**config.mk**
```make
export PLATFORM = sky130hd
export DESIGN_NAME = x25519_operand_loader
export DESIGN_NICKNAME = d
export VERILOG_FILES = /design/src/rtl/x25519_operand_loader.sv
export SDC_FILE = /design/constraint.sdc
export NUM_CORES = 1
export LEC_CHECK = 0
export BUFFER_PORTS_ARGS = -buffer_cell sky130_fd_sc_hd__buf_4
export CORE_AREA = 2 2 206 208
export CTS_BUF_LIST = sky130_fd_sc_hd__clkbuf_8
export CTS_CLUSTER_DIAMETER = 50
export DETAILED_ROUTE_END_ITERATION = 10
export DIE_AREA = 0 0 208 210
export HOLD_SLACK_MARGIN = 0.1
export PLACE_DENSITY = 0.87
export SLEW_MARGIN = 20
export SYNTH_ARGS = -nofsm -noshare
export SYNTH_HDL_FRONTEND = slang
export SYNTH_SLANG_ARGS = --single-unit
```
**constraint.sdc**
```tcl
create_clock -name clock -period 3.6 [get_ports clock]
set_clock_uncertainty 0.15 [all_clocks]
set_input_delay 0.36 -clock clock [delete_from_list [all_inputs] [get_ports clock]]
set_output_delay 0.36 -clock clock [all_outputs]
set_load 0.02 [all_outputs]
```
**src/rtl/x25519_operand_loader.sv**
```systemverilog
// Byte-stream loader for the curve25519 ladder: gathers a 32-byte scalar and a 32-byte
// u-coordinate (little-endian), optionally clamps the scalar, then starts the core and waits for done.
module x25519_operand_loader #(
  parameter bit CLAMP = 1'b1
) (
  input  logic         clock,
  input  logic         reset,
  input  logic         in_valid,
  input  logic [7:0]   in_data,
  output logic         in_ready,
  input  logic         core_done,
  output logic         start,
  output logic [254:0] n,
  output logic [254:0] q,
  output logic         busy
);

  typedef enum logic [1:0] {
    LOAD_N,
    LOAD_Q,
    START,
    WAIT
  } state_t;

  state_t         state_reg;
  state_t         state_next;
  logic [4:0]     count_reg;
  logic [254:0]   n_reg;
  logic [254:0]   n_next;
  logic [254:0]   q_reg;
  logic [254:0]   q_next;
  logic           accept;
  logic           last_byte;
  logic           clamp_en;
  logic [31:0]    n_we;
  logic [31:0]    q_we;

  assign accept    = in_valid && in_ready;
  assign last_byte = (count_reg == 5'd31);

  // Clamping is folded into the edge that accepts the final u byte, so n is final in START.
  assign clamp_en  = CLAMP && accept && (state_reg == LOAD_Q) && last_byte;

  genvar gi;
  generate
    for (gi = 0; gi < 32; gi++) begin : g_lane
      assign n_we[gi] = accept && (state_reg == LOAD_N) && (count_reg == 5'(gi));
      assign q_we[gi] = accept && (state_reg == LOAD_Q) && (count_reg == 5'(gi));
    end
  endgenerate

  always_ff @(posedge clock) begin
    if (reset) begin
      state_reg <= LOAD_N;
    end else begin
      state_reg <= state_next;
    end
  end

  always_comb begin
    state_next = state_reg;
    in_ready   = 1'b0;
    start      = 1'b0;
    busy       = 1'b0;
    case (state_reg)
      LOAD_N: begin
        in_ready = 1'b1;
        if (in_valid && last_byte) state_next = LOAD_Q;
      end
      LOAD_Q: begin
        in_ready = 1'b1;
        if (in_valid && last_byte) state_next = START;
      end
      START: begin
        start      = 1'b1;
        busy       = 1'b1;
        state_next = WAIT;
      end
      WAIT: begin
        busy = 1'b1;
        if (core_done) state_next = LOAD_N;
      end
      default: state_next = LOAD_N;
    endcase
  end

  // The 5-bit counter wraps 31->0 exactly on the phase-ending byte of each operand.
  always_ff @(posedge clock) begin
    if (reset) begin
      count_reg <= 5'd0;
    end else if (accept) begin
      count_reg <= count_reg + 5'd1;
    end
  end

  always_comb begin
    n_next = n_reg;
    q_next = q_reg;
    for (int i = 0; i < 31; i++) begin
      if (n_we[i]) n_next[8*i +: 8] = in_data;
      if (q_we[i]) q_next[8*i +: 8] = in_data;
    end
    // Bit 7 of the top byte is bit 255 of each operand and is dropped.
    if (n_we[31]) n_next[254:248] = in_data[6:0];
    if (q_we[31]) q_next[254:248] = in_data[6:0];
    if (clamp_en) begin
      n_next[254] = 1'b1;
      n_next[2:0] = 3'b000;
    end
  end

  always_ff @(posedge clock) begin
    if (reset) begin
      n_reg <= '0;
      q_reg <= '0;
    end else begin
      n_reg <= n_next;
      q_reg <= q_next;
    end
  end

  assign n = n_reg;
  assign q = q_reg;

endmodule

```
# Word-level counts from Yosys, hierarchy flattened
# Index checks and enable logic that the tools add are counted.
# classes
bitwise,0
n_lt_le_gt_ge,0
reduce_logical,75
add_sub_neg,1
n_mul,0
shift,0
eq_ne,37
div_mod_pow,0
n_mux,9
# op_table
op,n
== test 5 bit (second input constant),16
logical AND 1 bit,68
== test 5 x 4 -> 1 bit (second input constant),8
== test 5 x 3 -> 1 bit (second input constant),4
== test 5 x 2 -> 1 bit (second input constant),2
case mux 2 bit (4 select lines),1
two-way mux 7 bit,1
two-way mux 2 bit,3
OR reduction 2 bit,3
adder 5 x 1 -> 5 bit (second input constant),1
== test 5 x 1 -> 1 bit (second input constant),1
zero test 5 bit,1
== test 2 bit (second input constant),2
two-way mux 1 bit,4
inequality test 2 x 1 -> 1 bit (second input constant),2
AND reduction 3 bit,1
== test 2 x 1 -> 1 bit (second input constant),1
zero test 2 bit,1
inequality test 2 bit (second input constant),1
nonzero test 2 bit,1
# totals
latch_bits,0
out_inout_bits,513
rom_bits,0
mem_count,0
elab_cells,190
ff_bits,517
ramBits,0
inputBits,12

# Depth between registers and ports, before layout
# Gate-level depths: netlist (run 1).
# logic_depth
ltp_word,8
depth_mapped,8
mapped_depth_nobuf,6

# Worst setup path before layout (run 1)
# OpenSTA, ideal clock, no wires.
# synth_path
kind,reg-to-reg
start,register count_reg[1]
end,register state_reg[0]
required_ns,3.363
stages_incl_launch_ff,8
setup_slack_ns,1.681
setup_time_ns,0.087
n_path_buf,1
synth_period_minus_slack_ns,1.919
arrival_time_ns,1.682
path_cell_list,dfxtp_1 > ha_1 > buf_4 > and3_1 > ha_1 > a2bb2oi_1 > or4_1 > o31ai_1
# synth_between
elab_chain_cells,4
word_cells_on_any_way,5
classes_between,eq/ne (3); reduce/logical (2)
# synth_lines
element,line,source
"start, declared",27,logic [4:0] count_reg;
"start signal, assigned",92,count_reg <= count_reg + 5'd1;
== test 5 bit (*),39,assign last_byte = (count_reg == 5'd31);
logical AND 1 bit (*),"68, 72",
inequality test 2 x 1 -> 1 bit (no line),--,
AND reduction 3 bit (no line) (*),--,
"end signal, assigned",56,state_reg <= state_next;
"end, declared",25,state_t state_reg;
# Every way passes the cells marked *; elsewhere a longest branch is shown, timed or not.
# A chain may end at the register's enable or synchronous reset.

# Final worst setup path (run 1)
# layout_path
start,register count_reg[3]
end,"register q_reg[251], in the netlist q[251]"
# layout_between
elab_chain_cells,2
# layout_lines
element,line,source
== test 5 bit,48,assign q_we[gi] = accept && (state_reg == LOAD_Q) && (count_reg == 5'(gi));
logical AND 1 bit,48,
"end signal, assigned",118,q_reg <= q_next;
"end, declared",30,logic [254:0] q_reg;
# No other way between the ends.

==> results.md, run 1 <==
* MaxCap Viol Count at 0
* DP HPWL at 42000 µm
* Setup violators final at 0
* Leak pwr at 14.2 nW
* Peak supply drop at 342 µV
* RSZ-0062 raised after global routing: no
* Post-route setup slack at 0.862 ns
* Post-Route WL at 62400 µm
* Synth area leader: dfxtp_1
* Post-synthesis sequential area ratio at 51.1%
* Commonest non-fill, non-tap cell in the layout: buf_4
* Area growth syn-to-layout at 30.0%
* Worst path buffer plus inverter count at 1
* Final worst path period share at 76.1%
* Clock Latency Late Sink at 0.64 ns
* Top FF cell, synth: dfxtp_1
* Crit path time final at 2.74 ns
* First-pass GRT wire length at 93300 µm
* Fin. Hold Viols at 0
* Max-slew violation count at 0
* CP max stage cell: dfxtp_1
* Final core utilization at 63.5%
* Total CTS buffers at 85
* Die Area at 43700 µm²
* Post-route ant nets at 0
* Crit path max-delay family: flip-flops
* Post-synth top area share at 51.1%
* Crit start category: flop
* Max stage delay on crit path at 0.82 ns
* Worst R2R Setup Slack at 0.86 ns
* HP Class: reg -> reg
* Fin nets at 2355
* Final GP Congestion at 0.817
* Grt ovf at 0
* CTS Root Cell: clkbuf_8
* Worst-Margin Slew at 0.826 ns
* Status: finished clean
* Ys async rst share at 0%
* Via density at 5.22
* Crit Path Max Fanout at 22
* Layout cell share with drive strength beyond 1 at 31.1%
* Hold worst-path end: q[254]
* WP data arrival at 3.18 ns
* Residual DRC at 0
* Cell area after synthesis at 20200 µm²
* DIE WIDTH at 208 µm
* Most frequent cells in the layout: buf_4, dfxtp_1, mux2i_1, nand2b_1, clkbuf_8
* Total GRT Usage at 27.4%
* FF-to-FF End: q[251]
* Post-synth EDFFs at 0
* Power Dens Cells at 438 nW/µm²
* CP most frequent cell: and3_1
* Worst hold path startpoint: q[254]
* Htree depth at 3
* Detailed Route Iter0 Violations at 915
* Hold Path Cell Cnt at 2
* Pin count of the biggest net entering global routing at 221
* IO Pins at 525
* Synth warn at 0
* Initial Utilization at 48.8%
* Vias in the first global route at 15766
* Setup TNS at 0 ns
* Gate count after technology mapping at 1835
* Top cells by area, synth: dfxtp_1, mux2i_1, nand2b_1, clkbuf_1, nand2_2
* Post-Synthesis Net Count at 1857
* Clock slew seen by the registers of the worst setup and hold paths at 0.06 ns
* Row cnt at 75
* Setup CP Type: reg -> reg
* Die height at 210 µm
* Placed cells at 2773
* Router iterations before antenna repair at 5
* Worst rel slew slack at 44.7%
* FF-to-FF Start: count_reg[3]
* Power, Total at 0.0115 W
* Synth Register Bits at 517
* Initial antenna violation count at 1
* Non-Filler Instances at 2937
* Worst R2R Path Depth at 6
* Synthesized area per cell at 11.0 µm²
* CTS tree: built
* Place WS at 1.13 ns
* Required time of the critical path at 4.04 ns
* Total number of vias at 15325
* Peak Freq at 365 MHz
* Layout fillers at 3198
* Wire per inst at 21.2 µm
* Worst Setup End Kind: flop
* Clk buf depth at 3
* IO buf count at 524
* CORE AREA at 41500 µm²
* Cells along the critical path: and3_1 -> ha_1 -> and3_1 -> nand2_1 -> a21oi_1 -> dlygate4sd3_1
* TritonCTS Sinks at 517
* Unique masters post-synth at 39
* Post-cts resize count at 0
worst max-delay path by stage:
stage | startpoint | to | slack, ns | depth (start not counted)
after CTS | count_reg[1] | q[251] | 0.89 | 7
after floorplan | count_reg[1] | state_reg[0] | 1.68 | 7
after global placement | reset | n[137] | 1.22 | 4
final | count_reg[3] | q[251] | 0.86 | 6
after detailed placement | count_reg[1] | n[125] | 1.13 | 6
after global routing | count_reg[1] | q[251] | 0.70 | 7
cells by family (layout without fill, tap and decap cells):
family                   Yosys count  after routing  share of synthesized area (%)
AND/OR/NAND/NOR                  626            626                           19.4
flip-flops                       517            517                           51.1
multiplexers                     496            496                           24.5
buffers and inverters            152            714                           3.37
AO/OA/AOI/OAI                     32             32                          0.884
adder cells (fa/ha/maj)           10             10                          0.618
XOR/XNOR                           2              2                         0.0865
other                              0              1                              0
layer usage:
| metal | wire length (µm) | share of wire, % | global-route usage (%) | vias up |
|---|---|---|---|---|
| li1 | - | - | - | 7068 |
| met1 | 24800 | 40 | 31.7 | 7511 |
| met2 | 30500 | 49 | 47.3 | 590 |
| met3 | 4370 | 7.0 | 7.00 | 156 |
| met4 | 2680 | 4.3 | 13.7 | 0 |
| met5 | 0 | 0 | 0 | - |
cell type report:
class / count / area (µm²) / area share [%]
sequential: 517 / 10300 / 39.3
multi-input combinational: 1166 / 9240 / 35.1
timing repair buffer: 558 / 4290 / 16.3
clock buffer: 113 / 1560 / 5.91
tap: 539 / 674 / 2.56
clock inverter: 38 / 186 / 0.708
inverter: 5 / 18.8 / 0.0713
antenna: 1 / 2.50 / 0.00951
repair_timing:
item                      in CTS  in global routing
hold endpoints to repair      41                  0
hold buffers                  12                  0
setup buffers                  0                  0
per-stage QoR:
stage / instance area, µm² / hold slack (ns)
2_1_floorplan: 20200 / 0.346
3_5_place_dp: 24500 / 0.299
3_3_place_gp: 24500 / 0.295
4_1_cts: 26300 / 0.307
6_report: 26300 / 0.308
5_1_grt: 26300 / 0.332
tightest hold or removal path, delay by kind of cell (launching register included):
kind,cells,cell delay (ns)
AOI/OAI and AO/OA,1,0.05
DFF,1,0.31
and+or+nand+nor,1,0.05
synth_stat cells, types with 8 or more instances:
| cell | n |
|---|---|
| buf_4 | 8 |
| nand2_2 | 48 |
| o21ai_0 | 9 |
| nand2b_1 | 480 |
| mux2i_1 | 496 |
| dfxtp_1 | 517 |
| nand3_1 | 13 |
| nand2_1 | 16 |
| a21oi_1 | 15 |
| nor2_1 | 27 |
| buf_2 | 35 |
| and4b_1 | 8 |
| ha_1 | 10 |
| clkbuf_1 | 94 |
where the power goes:
group | total, W | internal (W) | switching (W)
clock | 0.00517 | 0.00281 | 0.00236
combinational | 0.000573 | 0.000211 | 0.000362
sequential | 0.00577 | 0.00575 | 0.0000207
total | 0.0115 | 0.00877 | 0.00275
Power figures use the tool's default switching activity.
==> inputs of run 2 (changes only) <==
--- a/config.mk
+++ b/config.mk
@@ -5,14 +5,15 @@
 export SDC_FILE = /design/constraint.sdc
 export NUM_CORES = 1
 export LEC_CHECK = 0
+export ABC_AREA = 1
 export BUFFER_PORTS_ARGS = -buffer_cell sky130_fd_sc_hd__buf_4
-export CORE_AREA = 2 2 206 208
+export CORE_MARGIN = 2
+export CORE_UTILIZATION = 49
 export CTS_BUF_LIST = sky130_fd_sc_hd__clkbuf_8
 export CTS_CLUSTER_DIAMETER = 50
 export DETAILED_ROUTE_END_ITERATION = 10
-export DIE_AREA = 0 0 208 210
 export HOLD_SLACK_MARGIN = 0.1
-export PLACE_DENSITY = 0.87
+export PLACE_DENSITY = 0.9
 export SLEW_MARGIN = 20
 export SYNTH_ARGS = -nofsm -noshare
 export SYNTH_HDL_FRONTEND = slang
==> constraint.sdc (replaced) <==
create_clock -name clock -period 2.48 [get_ports clock]
set_clock_uncertainty 0.15 [all_clocks]
set_input_delay 0.248 -clock clock [delete_from_list [all_inputs] [get_ports clock]]
set_output_delay 0.248 -clock clock [all_outputs]
set_load 0.02 [all_outputs]
==> results.md, run 2 <==
* Status: finished clean
* Crit Path Max Fanout at 16
* Antenna diodes at 0
* Setup TNS at 0 ns
* Post-synth top cells: nor2_1, nand2_1, dfxtp_1
* Top FF cell, synth: dfxtp_1
* GR Util met3 at 7.16%
* Synthesized area per cell at 7.04 µm²
* MaxCap Viol Count at 0
* Ys async rst share at 0%
* First-pass GRT wire length at 101000 µm
* Peak Freq at 428 MHz
* Pin count of the biggest net entering global routing at 90
* Setup CP Type: reg -> reg
* Detailed Route Iter0 Violations at 1705
* Worst-Margin Slew at 0.724 ns
* Worst rel slew slack at 51.6%
* Peak supply drop at 547 µV
* Synth area leader: dfxtp_1
* CTS Root Cell: clkbuf_8
* Post-synth EDFFs at 0
* Max-slew violation count at 0
* Minimum hold slack at 0.296 ns
* Cell with the most instances after synthesis: nor2_1
* Post-route setup slack at 0.146 ns
* Fin nets at 3379
* CTS tree: built
* Total CTS buffers at 83
* Post-Synthesis Net Count at 2870
* DP HPWL at 44300 µm
* TritonCTS Sinks at 517
* Final worst path period share at 94.1%
* Vias in the first global route at 18772
* Most frequent cells in the layout: nor2_1, nand2_1, buf_4, dfxtp_1, nand3_1
* Wire per inst at 17.0 µm
* Post-synthesis sequential area ratio at 51.6%
* Total number of vias at 20439
* Initial antenna violation count at 0
* Commonest non-fill, non-tap cell in the layout: nor2_1
* Initial Utilization at 49.4%
* Die height at 206 µm
* Unique masters post-synth at 25
* Worst R2R Setup Slack at 0.15 ns
* Clk buf depth at 3
* Post-route ant nets at 0
* Router iterations before antenna repair at 5
* Row cnt at 74
* IO Pins at 525
* CORE AREA at 40600 µm²
* Synth Register Bits at 517
* Post-Route WL at 67100 µm
* Multi-input logic area at 8750 µm²
* Layout cell share with drive strength beyond 1 at 23.4%
* Met1 Track Usage GR at 37.3%
* Required time of the critical path at 2.84 ns
* Area growth syn-to-layout at 31.9%
* Gate count after technology mapping at 2848
* Final GP Congestion at 0.876
* HP Class: reg -> reg
* Via density at 5.17
* IO buf count at 524
* Place WS at 0.122 ns
* Leak pwr at 11.9 nW
* Busiest layer in global routing: met2
* Layout fillers at 3262
* RSZ-0062 raised after global routing: no
* Power Dens Cells at 729 nW/µm²
* Synth warn at 0
* Setup violators final at 0
* Register Area at 10300 µm²
* Top cells by area, synth: dfxtp_1, nor2_1, nand2_1, nand3_1, o21ai_0
* Cell area after synthesis at 20000 µm²
* Clock slew seen by the registers of the worst setup and hold paths at 0.06 ns
* Total GRT Usage at 30.3%
* Crit path time final at 2.33 ns
* Die Area at 42500 µm²
* DIE WIDTH at 206 µm
* Residual DRC at 0
* Htree depth at 3
* Fin. Hold Viols at 0
* Clock Latency Late Sink at 0.63 ns
* Post-synth top area share at 51.6%
* Crit start category: flop
* Global Route met2 Usage at 48.4%
* WP data arrival at 2.70 ns
* Grt ovf at 0
* Worst Setup End Kind: flop
run 2: cell count changes in the layout (fill, tap and decap cells not counted), sizes merged, moves of 5 or more:
cell and change:
a21oi +18, and4 -6, and4b -8, buf +45, bufinv +5, inv +41, mux2i -496, nand2 +677
nand2b -480, nand3 +174, nand4 +5, nor2 +1013, o21ai +69
run 2: what timing repair did:
item | in CTS | in global routing
gates resized for setup | 0 | 3
hold endpoints to repair | 121 | 0
hold buffers | 11 | 0
setup buffers | 0 | 3
setup endpoints to repair | 0 | 5
run 2: area by class of cell:
cell class / instances / area share, %
Multi-Input combinational cell: 2108 / 33.1
Tap cell: 532 / 2.52
Clock buffer: 109 / 5.68
Inverter: 45 / 0.672
Clock inverter: 42 / 1.20
Sequential cell: 517 / 39.2
Timing Repair Buffer: 602 / 17.6
run 2: cell families (layout without fill, tap and decap cells):
| family | count (synthesis) | count (layout) | synth area share [%] |
|---|---|---|---|
| simple gates | 1986 | 1986 | 40.2 |
| flops | 517 | 517 | 51.6 |
| buf+inv | 223 | 798 | 4.71 |
| compound gates | 112 | 112 | 2.80 |
| fa+ha+maj | 10 | 10 | 0.624 |
run 2: critical path, cell delays in order (launching register included):
cell	delay, ns
dfxtp_1	0.36
inv_1	0.11
ha_1	0.30
inv_2	0.07
nand2_2	0.13
nand3_4	0.18
buf_4	0.29
nor2_4	0.36
nand2_1	0.11
nand2_1	0.10
nor2_1	0.05
run 2: worst paths after layout:
kind | from | cells after the start | endpoint
worst max-delay path | state_reg[0] | 10 | n[234]
worst min-delay path | n[252] | 2 | n[252]
worst max register to register | state_reg[0] | 10 | n[234]
worst min register to register | n[252] | 2 | n[252]
run 2: metal layers:
layer  part of all wire [%]  vias up
met5                      0        -
met4                    5.3        0
met3                    9.3      243
met2                     46     1072
met1                     40     9337
li1                       -     9787
run 2: stage by stage:
stage	instances	utilization, %	total power (W)	cell area, µm²
after floorplan	2848	-	0.0106	20000
after global placement	3790	60.3	0.0115	24500
after CTS	3952	65.1	0.0193	26400
after global routing	3955	65.2	0.0199	26400
after detailed placement	3790	60.3	0.0115	24500
final	3955	65.2	0.0193	26400
run 2: power by group:
part	leakage (nW)	internal, W	switching [W]
combinational	6.65	0.000805	0.00197
sequential	4.17	0.00850	0.000128
clock	1.03	0.00446	0.00339
